==> src/rtl/lc_isa_pkg.sv <==
// Shared LEGv8 subset definitions for the multicycle control unit:
// opcode match patterns, ALUOp encodings, FSM state and instruction class enums.
package lc_isa_pkg;

  // Each pattern is a value/care pair. A care bit of 0 is a don't-care position.
  localparam logic [10:0] OpAddiVal = 11'b10010001000;
  localparam logic [10:0] OpAddiCare = 11'b11111111110;
  localparam logic [10:0] OpAddsVal = 11'b10101011000;
  localparam logic [10:0] OpBVal = 11'b00010100000;
  localparam logic [10:0] OpBCare = 11'b11111100000;
  localparam logic [10:0] OpBltVal = 11'b01010100000;
  localparam logic [10:0] OpCbzVal = 11'b10110100000;
  localparam logic [10:0] OpBrCondCare = 11'b11111111000;
  localparam logic [10:0] OpLdurVal = 11'b11111000010;
  localparam logic [10:0] OpLslVal = 11'b11010011011;
  localparam logic [10:0] OpLsrVal = 11'b11010011010;
  localparam logic [10:0] OpMulVal = 11'b10011011000;
  localparam logic [10:0] OpSturVal = 11'b11111000000;
  localparam logic [10:0] OpSubsVal = 11'b11101011000;
  localparam logic [10:0] OpCareAll = 11'b11111111111;

  localparam logic [2:0] AluPass = 3'b000;
  localparam logic [2:0] AluShift = 3'b001;
  localparam logic [2:0] AluAdd = 3'b010;
  localparam logic [2:0] AluSub = 3'b011;
  localparam logic [2:0] AluMul = 3'b111;

  typedef enum logic [2:0] {
    StFetch = 3'd0,
    StDecode = 3'd1,
    StExec = 3'd2,
    StMulWait = 3'd3,
    StMem = 3'd4,
    StWb = 3'd5,
    StTrap = 3'd7
  } state_t;

  typedef enum logic [3:0] {
    ClsAddi,
    ClsAdds,
    ClsB,
    ClsBlt,
    ClsCbz,
    ClsLdur,
    ClsLsl,
    ClsLsr,
    ClsMul,
    ClsStur,
    ClsSubs,
    ClsIllegal
  } instr_class_t;

  function automatic logic op_match(input logic [10:0] op, input logic [10:0] val,
                                    input logic [10:0] care);
    return ((op ^ val) & care) == 11'd0;
  endfunction

endpackage

==> src/rtl/opcode_classify.sv <==
// Combinational opcode classifier for the LEGv8 subset; anything unmatched,
// or MUL when the multiplier is disabled, classifies as illegal.
module opcode_classify
  import lc_isa_pkg::*;
#(
  parameter int unsigned OPCODE_W = 11,
  parameter bit ENABLE_MUL = 1'b1
) (
  input  logic [OPCODE_W-1:0] i_opcode,
  output instr_class_t        o_class,
  output logic                o_illegal
);

  instr_class_t w_class;

  always_comb begin
    w_class = ClsIllegal;
    if (op_match(i_opcode, OpAddiVal, OpAddiCare)) w_class = ClsAddi;
    else if (op_match(i_opcode, OpAddsVal, OpCareAll)) w_class = ClsAdds;
    else if (op_match(i_opcode, OpBVal, OpBCare)) w_class = ClsB;
    else if (op_match(i_opcode, OpBltVal, OpBrCondCare)) w_class = ClsBlt;
    else if (op_match(i_opcode, OpCbzVal, OpBrCondCare)) w_class = ClsCbz;
    else if (op_match(i_opcode, OpLdurVal, OpCareAll)) w_class = ClsLdur;
    else if (op_match(i_opcode, OpLslVal, OpCareAll)) w_class = ClsLsl;
    else if (op_match(i_opcode, OpLsrVal, OpCareAll)) w_class = ClsLsr;
    else if (op_match(i_opcode, OpMulVal, OpCareAll)) w_class = ClsMul;
    else if (op_match(i_opcode, OpSturVal, OpCareAll)) w_class = ClsStur;
    else if (op_match(i_opcode, OpSubsVal, OpCareAll)) w_class = ClsSubs;

    if (w_class == ClsMul && !ENABLE_MUL) w_class = ClsIllegal;
  end

  assign o_class   = w_class;
  assign o_illegal = (w_class == ClsIllegal);

endmodule

==> src/rtl/multicycle_control.sv <==
// Multicycle LEGv8 control FSM: FETCH/DECODE/EXEC/MUL_WAIT/MEM/WB with a
// memory-ready handshake, a counted multiply wait and a sticky illegal trap.
module multicycle_control
  import lc_isa_pkg::*;
#(
  parameter int unsigned OPCODE_W = 11,
  parameter int unsigned MUL_CYCLES = 4,
  parameter bit ENABLE_MUL = 1'b1
) (
  input  logic                clk,
  input  logic                reset_n,
  input  logic [OPCODE_W-1:0] opcode,
  input  logic                mem_ready,
  output logic                pc_write,
  output logic                ir_write,
  output logic                iord,
  output logic                mem_read,
  output logic                mem_write,
  output logic                Reg2Loc,
  output logic                UBranch,
  output logic                Branch,
  output logic                MemtoReg,
  output logic                ALUsrc,
  output logic                RegWrite,
  output logic                ShiftDir,
  output logic [2:0]          ALUOp,
  output logic                flags_write,
  output logic                mul_start,
  output logic                retire,
  output logic                illegal,
  output logic [2:0]          state_dbg
);

  state_t       r_state;
  instr_class_t r_class;
  logic [7:0]   r_mul_cnt;

  instr_class_t w_class;
  logic         w_illegal;
  logic [2:0]   w_alu_op;
  logic         w_alu_src;
  logic         w_reg2loc;
  logic         w_shift_dir;

  opcode_classify #(
    .OPCODE_W  (OPCODE_W),
    .ENABLE_MUL(ENABLE_MUL)
  ) u_classify (
    .i_opcode (opcode),
    .o_class  (w_class),
    .o_illegal(w_illegal)
  );

  // Class is captured in DECODE so later states never look at the opcode input.
  always_ff @(posedge clk or negedge reset_n) begin
    if (!reset_n) begin
      r_state   <= StFetch;
      r_class   <= ClsIllegal;
      r_mul_cnt <= 8'd0;
    end else begin
      case (r_state)
        StFetch: if (mem_ready) r_state <= StDecode;
        StDecode: begin
          r_class <= w_class;
          r_state <= w_illegal ? StTrap : StExec;
        end
        StExec: begin
          case (r_class)
            ClsAddi, ClsAdds, ClsSubs, ClsLsl, ClsLsr: r_state <= StWb;
            ClsLdur, ClsStur: r_state <= StMem;
            ClsMul: begin
              r_mul_cnt <= 8'(MUL_CYCLES - 1);
              r_state   <= StMulWait;
            end
            ClsB, ClsBlt, ClsCbz: r_state <= StFetch;
            default: r_state <= StTrap;
          endcase
        end
        StMulWait: begin
          if (r_mul_cnt == 8'd0) r_state <= StWb;
          else r_mul_cnt <= r_mul_cnt - 8'd1;
        end
        StMem: if (mem_ready) r_state <= (r_class == ClsLdur) ? StWb : StFetch;
        StWb: r_state <= StFetch;
        StTrap: r_state <= StTrap;
        default: r_state <= StTrap;
      endcase
    end
  end

  // Single-cycle style datapath controls for the captured class.
  always_comb begin
    w_alu_op    = AluPass;
    w_alu_src   = 1'b0;
    w_reg2loc   = 1'b0;
    w_shift_dir = 1'b0;
    case (r_class)
      ClsAddi: begin
        w_alu_op  = AluAdd;
        w_alu_src = 1'b1;
      end
      ClsAdds: w_alu_op = AluAdd;
      ClsSubs: w_alu_op = AluSub;
      ClsLsl: begin
        w_alu_op  = AluShift;
        w_alu_src = 1'b1;
      end
      ClsLsr: begin
        w_alu_op    = AluShift;
        w_alu_src   = 1'b1;
        w_shift_dir = 1'b1;
      end
      ClsMul: w_alu_op = AluMul;
      ClsLdur: begin
        w_alu_op  = AluAdd;
        w_alu_src = 1'b1;
      end
      ClsStur: begin
        w_alu_op  = AluAdd;
        w_alu_src = 1'b1;
        w_reg2loc = 1'b1;
      end
      ClsCbz: w_reg2loc = 1'b1;
      default: ;
    endcase
  end

  // Holding reset forces every output low, independent of the clock.
  always_comb begin
    pc_write    = 1'b0;
    ir_write    = 1'b0;
    iord        = 1'b0;
    mem_read    = 1'b0;
    mem_write   = 1'b0;
    Reg2Loc     = 1'b0;
    UBranch     = 1'b0;
    Branch      = 1'b0;
    MemtoReg    = 1'b0;
    ALUsrc      = 1'b0;
    RegWrite    = 1'b0;
    ShiftDir    = 1'b0;
    ALUOp       = AluPass;
    flags_write = 1'b0;
    mul_start   = 1'b0;
    retire      = 1'b0;
    illegal     = 1'b0;
    if (reset_n) begin
      case (r_state)
        StFetch: begin
          mem_read = 1'b1;
          pc_write = mem_ready;
          ir_write = mem_ready;
        end
        StExec: begin
          ALUOp       = w_alu_op;
          ALUsrc      = w_alu_src;
          Reg2Loc     = w_reg2loc;
          ShiftDir    = w_shift_dir;
          flags_write = (r_class == ClsAdds) || (r_class == ClsSubs);
          mul_start   = (r_class == ClsMul);
          UBranch     = (r_class == ClsB);
          Branch      = (r_class == ClsBlt) || (r_class == ClsCbz);
          retire      = (r_class == ClsB) || (r_class == ClsBlt) || (r_class == ClsCbz);
        end
        StMulWait: ALUOp = AluMul;
        StMem: begin
          iord      = 1'b1;
          ALUsrc    = 1'b1;
          ALUOp     = AluAdd;
          Reg2Loc   = w_reg2loc;
          mem_read  = (r_class == ClsLdur);
          mem_write = (r_class == ClsStur);
          retire    = (r_class == ClsStur) && mem_ready;
        end
        StWb: begin
          RegWrite = 1'b1;
          MemtoReg = (r_class == ClsLdur);
          retire   = 1'b1;
          ALUOp    = w_alu_op;
          ALUsrc   = w_alu_src;
          ShiftDir = w_shift_dir;
        end
        StTrap: illegal = 1'b1;
        default: ;
      endcase
    end
  end

  assign state_dbg = r_state;

endmodule

==> config.mk <==
export PLATFORM = sky130hd
export DESIGN_NAME = multicycle_control
export DESIGN_NICKNAME = d
export VERILOG_FILES = /design/src/rtl/lc_isa_pkg.sv /design/src/rtl/opcode_classify.sv /design/src/rtl/multicycle_control.sv
export SDC_FILE = /design/constraint.sdc
export NUM_CORES = 1
export LEC_CHECK = 0
export CAP_MARGIN = 10
export CORE_MARGIN = 4
export CORE_UTILIZATION = 40
export CTS_BUF_LIST = sky130_fd_sc_hd__clkbuf_2 sky130_fd_sc_hd__clkbuf_4 sky130_fd_sc_hd__clkbuf_8
export CTS_CLUSTER_DIAMETER = 120
export CTS_CLUSTER_SIZE = 24
export DETAILED_ROUTE_END_ITERATION = 10
export GPL_TIMING_DRIVEN = 0
export PLACE_DENSITY = 0.68
export SYNTH_ARGS = -nofsm -noshare
export SYNTH_HDL_FRONTEND = slang
export SYNTH_SLANG_ARGS = --single-unit
==> constraint.sdc <==
create_clock -name clk -period 2.6 [get_ports clk]
set_input_delay 0.52 -clock clk [delete_from_list [all_inputs] [get_ports clk]]
set_output_delay 0.52 -clock clk [all_outputs]
set_load 0.01 [all_outputs]
# Yosys cells after proc, flatten, opt, wreduce, memory -nomap -nowiden
# Cells that the tools add are included.
dict set report totals {
  in_bits 14
  reg_bits 15
  elab_cells 125
  out_inout_bits 22
}
dict set report op_classes {
  eq_ne 22
  bitwise_logic 11
  n_reduce_logical 31
  addsub 1
  muxes 57
}
# cell n
set ops {}
lappend ops {{11-bit zero test} 11}
lappend ops {{4-bit two-way mux} 10}
lappend ops {{1-bit two-way mux} 31}
lappend ops {{3-bit case mux with 4 select lines} 2}
lappend ops {{3-bit two-way mux} 6}
lappend ops {{6-bit inverter} 3}
lappend ops {{3-bit case mux with 6 select lines} 1}
lappend ops {{4-bit by 3-bit == test with 1-bit output, second input constant} 4}
lappend ops {{4-bit == test, second input constant} 4}
lappend ops {{8-bit two-way mux} 2}
lappend ops {{8-bit case mux with 2 select lines} 1}
lappend ops {{5-bit inverter} 3}
lappend ops {{2-bit != test, second input constant} 5}
lappend ops {{2-bit OR reduction} 5}
lappend ops {{5-bit OR reduction} 2}
lappend ops {{3-bit == test, second input constant} 3}
lappend ops {{3-bit case mux with 3 select lines} 1}
lappend ops {{4-bit by 2-bit == test with 1-bit output, second input constant} 2}
lappend ops {{8-bit zero test} 1}
lappend ops {{8-bit by 1-bit subtractor with 8-bit output, second input constant} 1}
lappend ops {{7-bit inverter} 1}
lappend ops {{3-bit by 2-bit == test with 1-bit output, second input constant} 2}
lappend ops {{3-bit inverter} 2}
lappend ops {{3-bit AND reduction} 2}
lappend ops {{13 further kinds} 17}

# Logic depth before layout (Yosys ltp)
# Gate-level depths: netlist of run 1.
dict set report logic_depth {
  word_depth 16
  mapped_depth 8
  ltp_nobuf 6
}

# Modules after synthesis
# Synthesis of run 1 repeated with hierarchy kept, for this count alone.
dict set report hier_totals {
  hier_cells 193
  hier_area_um2 1521.5
}
# module cells_each area_each_um2 seq_area_each_um2 instances
set by_module_without_submodules {}
lappend by_module_without_submodules {multicycle_control 157 1260.0 379.1 1}
lappend by_module_without_submodules {opcode_classify 36 261.5 0.0 1}

# Worst setup path after synthesis of run 1
# OpenSTA, ideal clock, no wires.
dict set report synth_path {
  path_kind {register to output}
  from {register r_state[1], in the netlist state_dbg[1]}
  to {output Reg2Loc}
  t_arrival_ns 1.841
  setup_slack_ns 0.239
  required_ns 2.080
  path_buffers 1
  stages_incl_launch_ff 7
  path_cell_list {dfrtp_1 buf_4 inv_1 nand2_1 nor3b_2 a21oi_1 a2111oi_0}
}
dict set report synth_via {
  elab_chain_cells 4
  elab_cells_between_ends 5
  classes_between {eq/ne: 2; mux: 2; reduce/logical: 1}
}
# item line
set synth_lines {}
lappend synth_lines {{start, declared} multicycle_control.sv:34} ;# state_t r_state;
lappend synth_lines {{start signal, assigned} multicycle_control.sv:57} ;# r_state <= StFetch;
lappend synth_lines {{start signal, assigned} multicycle_control.sv:62} ;# StFetch: if (mem_ready) r_state <= StDecode;
lappend synth_lines {{start signal, assigned} multicycle_control.sv:65} ;# r_state <= w_illegal ? StTrap : StExec;
lappend synth_lines {{3-bit == test or 3-bit by 2-bit == test with 1-bit output (tied branches)} multicycle_control.sv:148} ;# case (r_state)
lappend synth_lines {{2-bit OR reduction (no source line) (*)} n/a}
lappend synth_lines {{1-bit two-way mux (*)} multicycle_control.sv:148}
lappend synth_lines {{1-bit two-way mux (*)} multicycle_control.sv:147} ;# if (reset_n) begin
lappend synth_lines {{end, declared} multicycle_control.sv:19} ;# output logic Reg2Loc,
# Mark *: on every way between the ends. The rest lies on a longest branch, timed or not.

# Worst setup path after layout of run 1
dict set report layout_path {
  from {register r_class[0]}
  to {output MemtoReg}
}
dict set report layout_via {
  elab_chain_cells 3
}
# item line
set layout_lines {}
lappend layout_lines {{start, declared} multicycle_control.sv:35} ;# instr_class_t r_class;
lappend layout_lines {{start signal, assigned} multicycle_control.sv:58} ;# r_class <= ClsIllegal;
lappend layout_lines {{start signal, assigned} multicycle_control.sv:64} ;# r_class <= w_class;
lappend layout_lines {{4-bit by 3-bit == test with 1-bit output} multicycle_control.sv:177} ;# MemtoReg = (r_class == ClsLdur);
lappend layout_lines {{1-bit two-way mux} multicycle_control.sv:148}
lappend layout_lines {{1-bit two-way mux} multicycle_control.sv:147}
lappend layout_lines {{end, declared} multicycle_control.sv:22} ;# output logic MemtoReg,
# Every way passes these cells.

==> impl_summary.txt, run 1 <==
----------------------------------------------------
[Status]
  Run status ... complete, no violations

[Clocking]
  Number of buffers created by CTS ... 3
  Number of hold-repair buffers added at the cts stage ... 0
  Clock network latency to the later pin of the worst-skew pair ... 290 ps
  CTS tree ... yes
  Clock transition time at the flip-flop clock pins of the worst setup and hold paths ... 100 ps
  Number of clock sinks ... 15
  Total number of H-tree levels ... 1
  Clock tree root buffer cell ... clkbuf_4
  Number of buffers on the longest clock path ... 2

[Die]
  Initial standard-cell utilization of the core ... a little over two fifths
  Width of the chip ... 67.6 um
  Die Ht ... around 68 um
  Top-level port count ... 36
  Die Outline Area ... roughly 4600 um2
  Placeable Area ... between 3000 and 4000 um2
  Floorplan row count ... 21

[Placed design]
  Final Wtd Congestion ... roughly 0.83
  Total half-perimeter wirelength after legalization and detailed placement ... about 2.8 mm
  Number of buffers inserted by port buffering ... 35

[Route]
  DR vias/cell ... ~5.4
  DRC ... 0
  Via Count ... around 1500
  Drt pass-1 iters ... 4
  Post-route antenna net violation count ... 0
  Drt initial violations ... 85
  Drt total wl ... approximately 3.7 mm
  DR WL/cell ... around 13 um

[Worst setup path]
  Crit Reg-Reg Endpoint ... state_dbg[2]$_DFFE_PN0P_
  Worst R2R Setup Slack ... a little under 700 ps
  Slowest stage delay, CP ... 630 ps
  Worst EP required ... roughly 2100 ps
  CP startpoint kind ... flop
  Start of the worst register-to-register path ... state_dbg[2]$_DFFE_PN0P_
  Type of element capturing the critical path ... output port
  Length in cells of the worst reg-to-reg path ... 6
  Cell at the slowest stage of the critical path ... dfstp_2
  CP Class ... flop to output port
  Crit path buf inv count ... 1
  Cell family contributing the most delay on the critical path ... flip-flops
  Critical-path maximum fanout ... 7
  Ordered list of cells on the worst path ... nor2b_2 > nand2_1 > nor3_1 > clkdlybuf4s50_1
  Data arrival time of the critical path ... just over 2000 ps

[Yosys]
  Proportion of register bits with asynchronous set or reset after synthesis ... 100%
  Number of enable-type register cells in the synthesized netlist ... 0
  Count of synthesis-stage warnings from yosys ... 0
  Number of distinct library cells after synthesis ... 54
  Mean Syn Cell Area ... 7.64 um2
  Most instantiated flip-flop cell in the synthesis netlist ... dfrtp_1
  Area of the mapped netlist ... 1420 um2
  #FFs+latches synth ... 15
  Synthesized instance count ... approximately 190
  Mapped Nets ... 202
  Share of the yosys chip area belonging to registers ... 26.7%

[Cells and area]
  Fill cells ... slightly above 300
  Post-layout nets ... 245
  Footprint of the multi-input gates ... 1040 um2
  FF/Latch Area ... approximately 380 um2
  Synth-to-Final Area Change ... 41.3%
  Commonest cells after routing, fill and taps aside ... nor2_1 (22), clkdlybuf4s50_1 (22), nand2_1 (18)
  Count of inserted antenna diode cells ... 0
  Share of final-layout standard cells stronger than drive strength 1 ... between 20% and 30%

[Timing]
  Upper clock frequency limit ... a little under 400 MHz
  Final clock skew ... around 17 ps
  Total count of max-transition violations in the final report ... 0
  Fin crit period ... 2540 ps
  Total negative setup slack ... 0 ps
  Worst slew margin relative to its limit ... 56.0%
  Hold violation count in the final report ... 0
  Portion of the clock cycle consumed by the worst path in the final layout ... between 90% and 100%
  Final setup violation count ... 0
  Transition at the pin with the smallest max-transition slack ... between 600 and 700 ps

[Power]
  LEAKAGE ... about 0.94 nW
  Overall power ... between 1.5 and 2 mW
  PwrDens ... approximately 950 nW/um2
  Maximum ir drop on the vdd rail ... between 0.3 and 0.4 mV

[GRT]
  Initial antenna violation count ... 0
  Pin count of the biggest net entering global routing ... 18
  Via count of the first global-routing pass ... about 1300
  Gr usage total ... 16.1%
  GR Overflow Total ... 0
  First-pass GRT wire length ... 5.82 mm

[Worst hold path]
  Worst hold path type ... input port to asynchronous set/reset pin

[Run]
  Max capacitance violation total ... 0

----------------------------------------------------
-- what timing repair did --
item / CTS / global route
buffers inserted: 3 / 1
pin swaps: 1 / 1
gates resized for setup: 25 / 28
endpoints found under the setup margin: 19 / 15
-- sequential cells by signal, summed over array words and instances, names as in the netlist --
name / cells
r_class: 4
state_dbg: 3
r_mul_cnt: 8
-- through the flow --
step | setup slack (ps) | std cells | util [%] | hold slack [ps] | instance area (um2)
floorplan | 239 | 186 | - | 224 | 1420
global placement | -980 | 267 | 54.0 | 491 | 1830
detailed placement | -995 | 267 | 54.0 | 492 | 1830
CTS | -46.3 | 273 | 56.5 | 67.3 | 1910
global route | -84.6 | 274 | 59.2 | 59.9 | 2010
finish | 64.2 | 274 | 59.2 | 68.9 | 2010
-- kinds of logic after synthesis --
kind of cell | synth area share (%)
AOI/OAI and AO/OA | 22.3
xor gates and xnor gates | 3.70
adders and majority gates | 1.76
buffers and inverters | 5.19
DFF | 26.7
muxes | 1.50
and+or+nand+nor | 38.9
-- final cells by class --
type                            instances  area share [%]
Clock buffer                            3            1.12
Tap cell                               46            2.87
Sequential cell                        15            18.9
Multi-Input combinational cell        155            51.9
Inverter                                4           0.748
Timing Repair Buffer                   39            19.9
Clock inverter                          1           0.249
Buffer                                 11            4.30
-- report_power, final --
part | internal, mW | total, mW | switching (mW)
combinational | 0.610 | 1.29 | 0.676
clock | 0.0571 | 0.132 | 0.0746
sequential | 0.362 | 0.490 | 0.128
-- Yosys cell counts, types with 3 or more instances --
master / n / area (um2)
nor2_1: 23 / 86.3
nand2_1: 19 / 71.3
a21oi_1: 15 / 75.1
nor3_1: 14 / 70.1
dfrtp_1: 12 / 300
nand2b_1: 6 / 37.5
o21ai_0: 6 / 30.0
buf_2: 5 / 25.0
clkbuf_1: 5 / 18.8
nand3_1: 5 / 25.0
nor2b_1: 5 / 31.3
nor4_1: 5 / 31.3
xor2_1: 5 / 43.8
a31oi_1: 4 / 25.0
inv_1: 4 / 15.0
dfstp_2: 3 / 78.8
nor3b_1: 3 / 22.5
-- worst max path at each step --
stage                     cells after the start  slack (ps)                      from       end
after floorplan                               6         240  state_dbg[1]$_DFFE_PN0P_   Reg2Loc
final                                         4          60    r_class[0]$_DFFE_PN1P_  MemtoReg
after CTS                                     6         -50    r_class[2]$_DFFE_PN0P_    ALUsrc
after global routing                          4         -80    r_class[0]$_DFFE_PN1P_  MemtoReg
after detailed placement                      5       -1000                   reset_n   Reg2Loc
after global placement                        5        -980                   reset_n   Reg2Loc
-- metal layers --
metal | track usage [%] | wire, um | vias to the layer above
li1 | - | - | 770
met3 | 1.50 | 217 | 0
met4 | 1.52 | 0 | 0
met1 | 21.4 | 1690 | 673
met2 | 29.2 | 1760 | 44
met5 | 0 | 0 | -
(Power assumes the default switching activity.)
==> inputs of run 2 (changes only) <==
--- a/config.mk
+++ b/config.mk
@@ -14,6 +14,7 @@
 export DETAILED_ROUTE_END_ITERATION = 10
 export GPL_TIMING_DRIVEN = 0
-export PLACE_DENSITY = 0.68
+export PLACE_DENSITY = 0.67
 export SYNTH_ARGS = -nofsm -noshare
 export SYNTH_HDL_FRONTEND = slang
+export SYNTH_HIERARCHICAL = 1
 export SYNTH_SLANG_ARGS = --single-unit
==> constraint.sdc (replaced) <==
create_clock -name clk -period 2.6 [get_ports clk]
set_input_delay 0.39 -clock clk [delete_from_list [all_inputs] [get_ports clk]]
set_output_delay 0.39 -clock clk [all_outputs]
set_load 0.01 [all_outputs]
==> run 2 against run 1 <==
Effect of this change:
- die area up 6.2%
- via count up 6.6%
- global-route usage down 0.51 points
- synthesized area up 7.0%
- worst setup slack better by 18 ps
- hold slack worse by 52 ps
- sequential power down 12%
- largest cell class unchanged
- largest power group unchanged
==> impl_summary.txt, run 2 <==
----------------------------------------------------
[Worst setup path]
  Ordered list of cells on the worst path ... clkbuf_4 > buf_4 > a21oi_1 > o21ai_0 > o221a_2 > clkdlybuf4s50_1
  Cell family contributing the most delay on the critical path ... buffers and inverters
  CP startpoint kind ... flop
  Cell at the slowest stage of the critical path ... clkdlybuf4s50_1
  Crit Reg-Reg Endpoint ... r_mul_cnt[2]$_DFFE_PN0P_
  Data arrival time of the critical path ... 2130 ps (+110 ps)
  Critical-path maximum fanout ... 10 (+3)
  Start of the worst register-to-register path ... r_mul_cnt[0]$_DFFE_PN0P_
  CP Class ... flop to output port
  Crit path buf inv count ... 3 (+2)
  Type of element capturing the critical path ... output port
  Length in cells of the worst reg-to-reg path ... 6 (unchanged)
  Slowest stage delay, CP ... 530 ps (-100 ps)
  Worst R2R Setup Slack ... 610 ps (-70 ps)
  Instance count on the critical path ... 6 (+2)
  Worst EP required ... 2210 ps (+130 ps)

[Timing]
  Transition at the pin with the smallest max-transition slack ... 848 ps (+194 ps)
  Final setup violation count ... 0 (unchanged)
  Final clock skew ... 8.24 ps (-8.89 ps)
  Upper clock frequency limit ... 397 MHz (+0.70%)
  Fin crit period ... 2520 ps (-17.6 ps)
  Worst slew margin relative to its limit ... 43.2% (-13 points)
  Total count of max-transition violations in the final report ... 0 (unchanged)
  Unrepaired setup endpoints after global routing ... no
  Portion of the clock cycle consumed by the worst path in the final layout ... 96.9% (-0.68 points)
  Hold violation count in the final report ... 0 (unchanged)

[Placed design]
  Final Wtd Congestion ... 0.855 (+2.9%)
  Total half-perimeter wirelength after legalization and detailed placement ... 2.97 mm (+6.2%)
  Standard cell area after detailed placement ... 1930 um2 (+5.6%)
  Placed insts ... 276 (+3.4%)
  Number of buffers inserted by port buffering ... 35 (unchanged)

[GRT]
  First-pass GRT wire length ... 6.40 mm (+10%)
  Initial antenna violation count ... 0 (unchanged)
  GR Overflow Total ... 0 (unchanged)
  Via count of the first global-routing pass ... 1441 (+9.2%)
  Gr usage total ... 15.6% (-0.51 points)
  Pin count of the biggest net entering global routing ... 18 (unchanged)

[Clocking]
  Clock tree root buffer cell ... clkbuf_8
  Number of buffers on the longest clock path ... 2 (unchanged)
  Number of clock sinks ... 15 (unchanged)
  Post-CTS setup-driven buffer insertion count ... 0 (-3)
  Number of hold-repair buffers added at the cts stage ... 0 (unchanged)
  Clock network latency to the later pin of the worst-skew pair ... 250 ps (-40 ps)
  Total number of H-tree levels ... 1 (unchanged)
  CTS tree ... yes
  Clock transition time at the flip-flop clock pins of the worst setup and hold paths ... 70 ps (-30 ps)
  Number of buffers created by CTS ... 3 (unchanged)

[Route]
  Drt pass-1 iters ... 4 (unchanged)
  DR vias/cell ... 5.68 (+4.7%)
  Drt total wl ... 3.89 mm (+5.9%)
  Via Count ... 1585 (+6.6%)
  DRC ... 0 (unchanged)
  DR WL/cell ... 13.9 um (+4.0%)
  Drt initial violations ... 89 (+4.7%)
  Post-route antenna net violation count ... 0 (unchanged)

[Power]
  Maximum ir drop on the vdd rail ... 0.367 mV (+20%)
  LEAKAGE ... 0.876 nW (-7.0%)
  PwrDens ... 816 nW/um2 (-14%)
  Overall power ... 1.68 mW (-12%)

[Yosys]
  #FFs+latches synth ... 15 (unchanged)
  Most instantiated flip-flop cell in the synthesis netlist ... dfrtp_1
  Proportion of register bits with asynchronous set or reset after synthesis ... 100% (unchanged)
  Share of the yosys chip area belonging to registers ... 24.9% (-1.8 points)
  Mapped Nets ... 209 (+3.5%)
  Number of distinct library cells after synthesis ... 60 (+11%)
  Area of the mapped netlist ... 1520 um2 (+7.0%)
  Area share of the leading cell type in the synthesized netlist ... 19.7% (-1.4 points)
  Number of enable-type register cells in the synthesized netlist ... 0 (unchanged)
  Count of synthesis-stage warnings from yosys ... 6 (+6)
  Cell type contributing the most total cell area after synthesis ... dfrtp_1
  Synthesized instance count ... 193 (+3.8%)
  Most used standard cells in the synthesized netlist ... nor2_1 (16), nand2_1 (15), a21oi_1 (12), dfrtp_1 (12), nand3_1 (11)
  Mean Syn Cell Area ... 7.88 um2 (+3.2%)
  Most common cell in the netlist ... nor2_1
  Largest cells by area after synthesis ... dfrtp_1 (20%), dfstp_2 (5.2%), a21oi_1 (3.9%)

[Die]
  Initial standard-cell utilization of the core ... 41.6% (-0.38 points)
  Width of the chip ... 69.7 um (+3.1%)
  Top-level port count ... 36 (unchanged)
  Floorplan row count ... 22 (+4.8%)
  Die Ht ... 69.7 um (+3.1%)
  Placeable Area ... 3660 um2 (+8.0%)
  Die Outline Area ... 4850 um2 (+6.2%)

[Cells and area]
  End-of-flow core utilization ... 56.3% (-2.9 points)
  Fill cells ... 353 (+15%)
  Commonest cells after routing, fill and taps aside ... clkdlybuf4s50_1 (29), nor2_1 (16), nand2_1 (14)
  Post-layout nets ... 248 (+1.2%)
  Most frequent standard cell in the layout excluding fill and tap cells ... clkdlybuf4s50_1
  Share of final-layout standard cells stronger than drive strength 1 ... 19.9% (-2.5 points)
  Largest Register ... r_mul_cnt
  Count of inserted antenna diode cells ... 0 (unchanged)
  Synth-to-Final Area Change ... 35.5%
  Number of standard cells in the final layout excluding fillers ... 279 (+1.8%)
  Number of flip-flops under the largest register name ... 8 (unchanged)
  Final Cell Area ... 2060 um2 (+2.7%)

[Run]
  Max capacitance violation total ... 0 (unchanged)

[Worst hold path]
  Worst hold path type ... input port to asynchronous set/reset pin

[Status]
  Run status ... complete, no violations

----------------------------------------------------
[run 2: final cells by class]
class / instances / area (um2) / area share [%]
Multi-Input combinational cell: 157 / 1100 / 53.5
Sequential cell: 15 / 380 / 18.4
Timing Repair Buffer: 35 / 360 / 17.5
Buffer: 14 / 88.8 / 4.31
Tap cell: 48 / 60.1 / 2.91
Clock buffer: 3 / 41.3 / 2.00
Inverter: 6 / 22.5 / 1.09
Clock inverter: 1 / 5.00 / 0.243
[run 2: how the worst max path moves through the flow]
| stage | startpoint | endpoint | slack [ps] |
|---|---|---|---|
| floorplan | state_dbg[1]$_DFFE_PN0P_ | UBranch | 580 |
| global placement | reset_n | retire | -700 |
| detailed placement | reset_n | retire | -690 |
| CTS | r_class[3]$_DFFE_PN1P_ | ALUOp[0] | -70 |
| global route | r_class[3]$_DFFE_PN1P_ | ALUOp[2] | 6 |
| finish | r_class[1]$_DFFE_PN1P_ | ALUsrc | 80 |
[run 2: stage by stage]
| stage | setup TNS (ps) | setup slack [ps] | hold WS (ps) |
|---|---|---|---|
| 4_1_cts | -133 | -69.0 | 65.5 |
| 5_1_grt | 0 | 5.89 | 24.6 |
| 3_3_place_gp | -8210 | -703 | 476 |
| 6_report | 0 | 81.8 | 16.8 |
| 3_5_place_dp | -8110 | -686 | 485 |
| 2_1_floorplan | 0 | 585 | 94.4 |
[run 2: cell families (layout without fill, tap and decap cells)]
kind of cell	count (synthesis)	after routing	share of synthesized area, %
buf+inv	21	59	6.00
compound gates	48	48	20.7
mux	6	6	4.28
simple gates	100	100	41.9
xor+xnor	1	1	0.576
fa+ha+maj	2	2	1.64
flops	15	15	24.9
[run 2: where the power goes]
part           switching, mW  internal (mW)
Clock                 0.0836          0.106
Sequential            0.0825          0.348
Combinational          0.571          0.492
[run 2: metal layers]
layer | vias up | wire length, um | GRT usage [%] | part of all wire [%]
met5 | - | 0 | 0 | 0
met4 | 0 | 0 | 4.47 | 0
met3 | 0 | 241 | 3.62 | 6.2
met2 | 49 | 1870 | 26.0 | 48
met1 | 727 | 1770 | 20.2 | 46
li1 | 809 | - | - | -
[run 2: what timing repair did]
item	CTS	global route
gates resized for setup	15	29
pin swaps	0	0
endpoints found under the setup margin	19	11
==> inputs of run 3 (changes only) <==
CORE_MARGIN = 1.5   (was 4)
GPL_ROUTABILITY_DRIVEN = 0   (was unset)
SKIP_LAST_GASP = 1   (was unset)
==> run 3 against run 2 <==
Effect of this change:
- register-to-register slack worse by 120 ps
- clock-buffer cell count is the same
- largest power group unchanged
- cell area rose by 0.42%
- largest cell class unchanged
- critical path depth fell by 3
- highest routed layer is now met4
- fmax up 0.78%
- die area decreased by 14%
- flip-flop and latch count did not move
- via count is 2.5% higher
- power up 1.6%
- critical path type unchanged
- routed wire length rose by 1.6%
==> impl_summary.txt, run 3 (synthesis gave the netlist of run 2 again) <==
----------------------------------------------------
[Die]
  Top-level port count ... 36 (unchanged)
  Width of the chip ... 64.7 um (-7.2%)
  Die Ht ... 64.7 um (-7.2%)
  Die Outline Area ... 4180 um2 (-14%)
  Initial standard-cell utilization of the core ... 41.6% (unchanged)
  Placeable Area ... 3660 um2 (unchanged)
  Floorplan row count ... 22 (unchanged)

[GRT]
  Gr usage total ... 19.8% (+4.2 points)
  Initial antenna violation count ... 0 (unchanged)
  Pin count of the biggest net entering global routing ... 18 (unchanged)
  GR Overflow Total ... 0 (unchanged)
  First-pass GRT wire length ... 6.67 mm (+4.2%)
  Via count of the first global-routing pass ... 1480 (+2.7%)

[Cells and area]
  Count of inserted antenna diode cells ... 0 (unchanged)
  Number of flip-flops under the largest register name ... 8 (unchanged)
  Share of final-layout standard cells stronger than drive strength 1 ... 19.4% (-0.52 points)
  Synth-to-Final Area Change ... 36.1%
  Largest Register ... r_mul_cnt
  Commonest cells after routing, fill and taps aside ... clkdlybuf4s50_1 (30), nor2_1 (16), nand2_1 (14)
  Post-layout nets ... 249 (+0.40%)
  Most frequent standard cell in the layout excluding fill and tap cells ... clkdlybuf4s50_1

[Clocking]
  Clock tree root buffer cell ... clkbuf_8
  Total number of H-tree levels ... 1 (unchanged)
  Number of buffers created by CTS ... 3 (unchanged)
  CTS tree ... yes
  Number of clock sinks ... 15 (unchanged)
  Clock transition time at the flip-flop clock pins of the worst setup and hold paths ... 60 ps (about the same)
  Number of hold-repair buffers added at the cts stage ... 0 (unchanged)
  Number of buffers on the longest clock path ... 2 (unchanged)
  Clock network latency to the later pin of the worst-skew pair ... 240 ps (about the same)

[Route]
  Drt total wl ... 3.95 mm (+1.6%)
  DR vias/cell ... 5.80 (+2.2%)
  Drt pass-1 iters ... 4 (unchanged)
  DRC ... 0 (unchanged)
  Drt initial violations ... 133 (+49%)
  Via Count ... 1625 (+2.5%)
  Post-route antenna net violation count ... 0 (unchanged)
  DR WL/cell ... 14.1 um (+1.2%)

[Timing]
  Smallest setup slack after layout ... 101 ps (+19.5 ps)
  Final setup violation count ... 0 (unchanged)
  Worst slew margin relative to its limit ... 35.0% (-8.2 points)
  Transition at the pin with the smallest max-transition slack ... 970 ps (+122 ps)
  Portion of the clock cycle consumed by the worst path in the final layout ... 96.1% (-0.75 points)
  Hold violation count in the final report ... 0 (unchanged)
  Total negative setup slack ... 0 ps (unchanged)
  Fin crit period ... 2500 ps (-19.5 ps)
  Upper clock frequency limit ... 400 MHz (+0.78%)
  Final clock skew ... 1.21 ps (-7.03 ps)
  Total count of max-transition violations in the final report ... 0 (unchanged)

[Placed design]
  Pre-CTS setup slack ... -717 ps (-31.5 ps)
  Number of buffers inserted by port buffering ... 35 (unchanged)
  Total half-perimeter wirelength after legalization and detailed placement ... 2.96 mm (-0.17%)

[Worst setup path]
  Worst R2R Setup Slack ... 490 ps (-120 ps)
  CP startpoint kind ... flop
  Critical-path maximum fanout ... 9 (-1)
  Type of element capturing the critical path ... output port
  Data arrival time of the critical path ... 2110 ps (-20 ps)
  Worst EP required ... 2210 ps (about the same)
  CP Class ... flop to output port

[Power]
  PwrDens ... 826 nW/um2 (+1.2%)
  LEAKAGE ... 0.867 nW (-0.98%)
  Maximum ir drop on the vdd rail ... 0.420 mV (+15%)

[Run]
  Max capacitance violation total ... 0 (unchanged)

[Status]
  Run status ... complete, no violations

[Worst hold path]
  Worst hold path type ... input port to asynchronous set/reset pin

----------------------------------------------------
## run 3: stage by stage
| stage | instances | power [mW] | hold WS [ps] | util (%) | instance area (um2) |
|---|---|---|---|---|---|
| after floorplan | 193 | 1.11 | 94.4 | - | 1520 |
| after global placement | 276 | 1.40 | 484 | 52.8 | 1930 |
| after detailed placement | 276 | 1.41 | 493 | 52.8 | 1930 |
| after CTS | 280 | 1.64 | 69.3 | 54.9 | 2010 |
| after global routing | 280 | 1.84 | 85.7 | 56.6 | 2070 |
| final | 280 | 1.71 | 60.5 | 56.6 | 2070 |
## run 3: final timing paths
check | cells past startpoint | end | startpoint
worst max-delay path | 3 | mul_start | r_class[3]$_DFFE_PN1P_
worst max register to register | 6 | r_mul_cnt[2]$_DFFE_PN0P_ | r_mul_cnt[0]$_DFFE_PN0P_
min in group clk | 1 | r_mul_cnt[0]$_DFFE_PN0P_ | r_mul_cnt[0]$_DFFE_PN0P_
max in group asynchronous | 1 | r_class[3]$_DFFE_PN1P_ | reset_n
worst min register to register | 1 | r_mul_cnt[0]$_DFFE_PN0P_ | r_mul_cnt[0]$_DFFE_PN0P_
worst min-delay path | 1 | r_mul_cnt[5]$_DFFE_PN0P_ | reset_n
## run 3: what timing repair did
| item | CTS | global route |
|---|---|---|
| setup endpoints to repair | 19 | 10 |
| gates resized for setup | 17 | 23 |
| buffers inserted | 0 | 3 |
## run 3: worst max-delay path, stage by stage, from the launching register on
cell	delay (ps)
dfstp_2	640
or4b_1	560
nor2_1	130
clkdlybuf4s50_1	540
## run 3: cell type report
class | instances | area, um2
Buffer | 12 | 80.1
Sequential cell | 15 | 380
Timing Repair Buffer | 38 | 378
Clock buffer | 3 | 41.3
Clock inverter | 1 | 5.00
Fill cell | 354 | 1590
Inverter | 6 | 22.5
Tap cell | 48 | 60.1
Multi-Input combinational cell | 157 | 1100
## run 3: power by group
| part | internal [mW] | leakage (nW) | switching (mW) |
|---|---|---|---|
| clock | 0.106 | 0.0255 | 0.0813 |
| sequential | 0.350 | 0.175 | 0.120 |
| combinational | 0.505 | 0.667 | 0.549 |
| total | 0.961 | 0.867 | 0.750 |
## run 3: layer usage
metal	vias up	global-route usage (%)	routed length, um
li1	801	-	-
met1	761	26.7	1820
met2	55	33.2	1900
met3	8	2.78	152
met4	0	5.32	72
met5	-	0	0
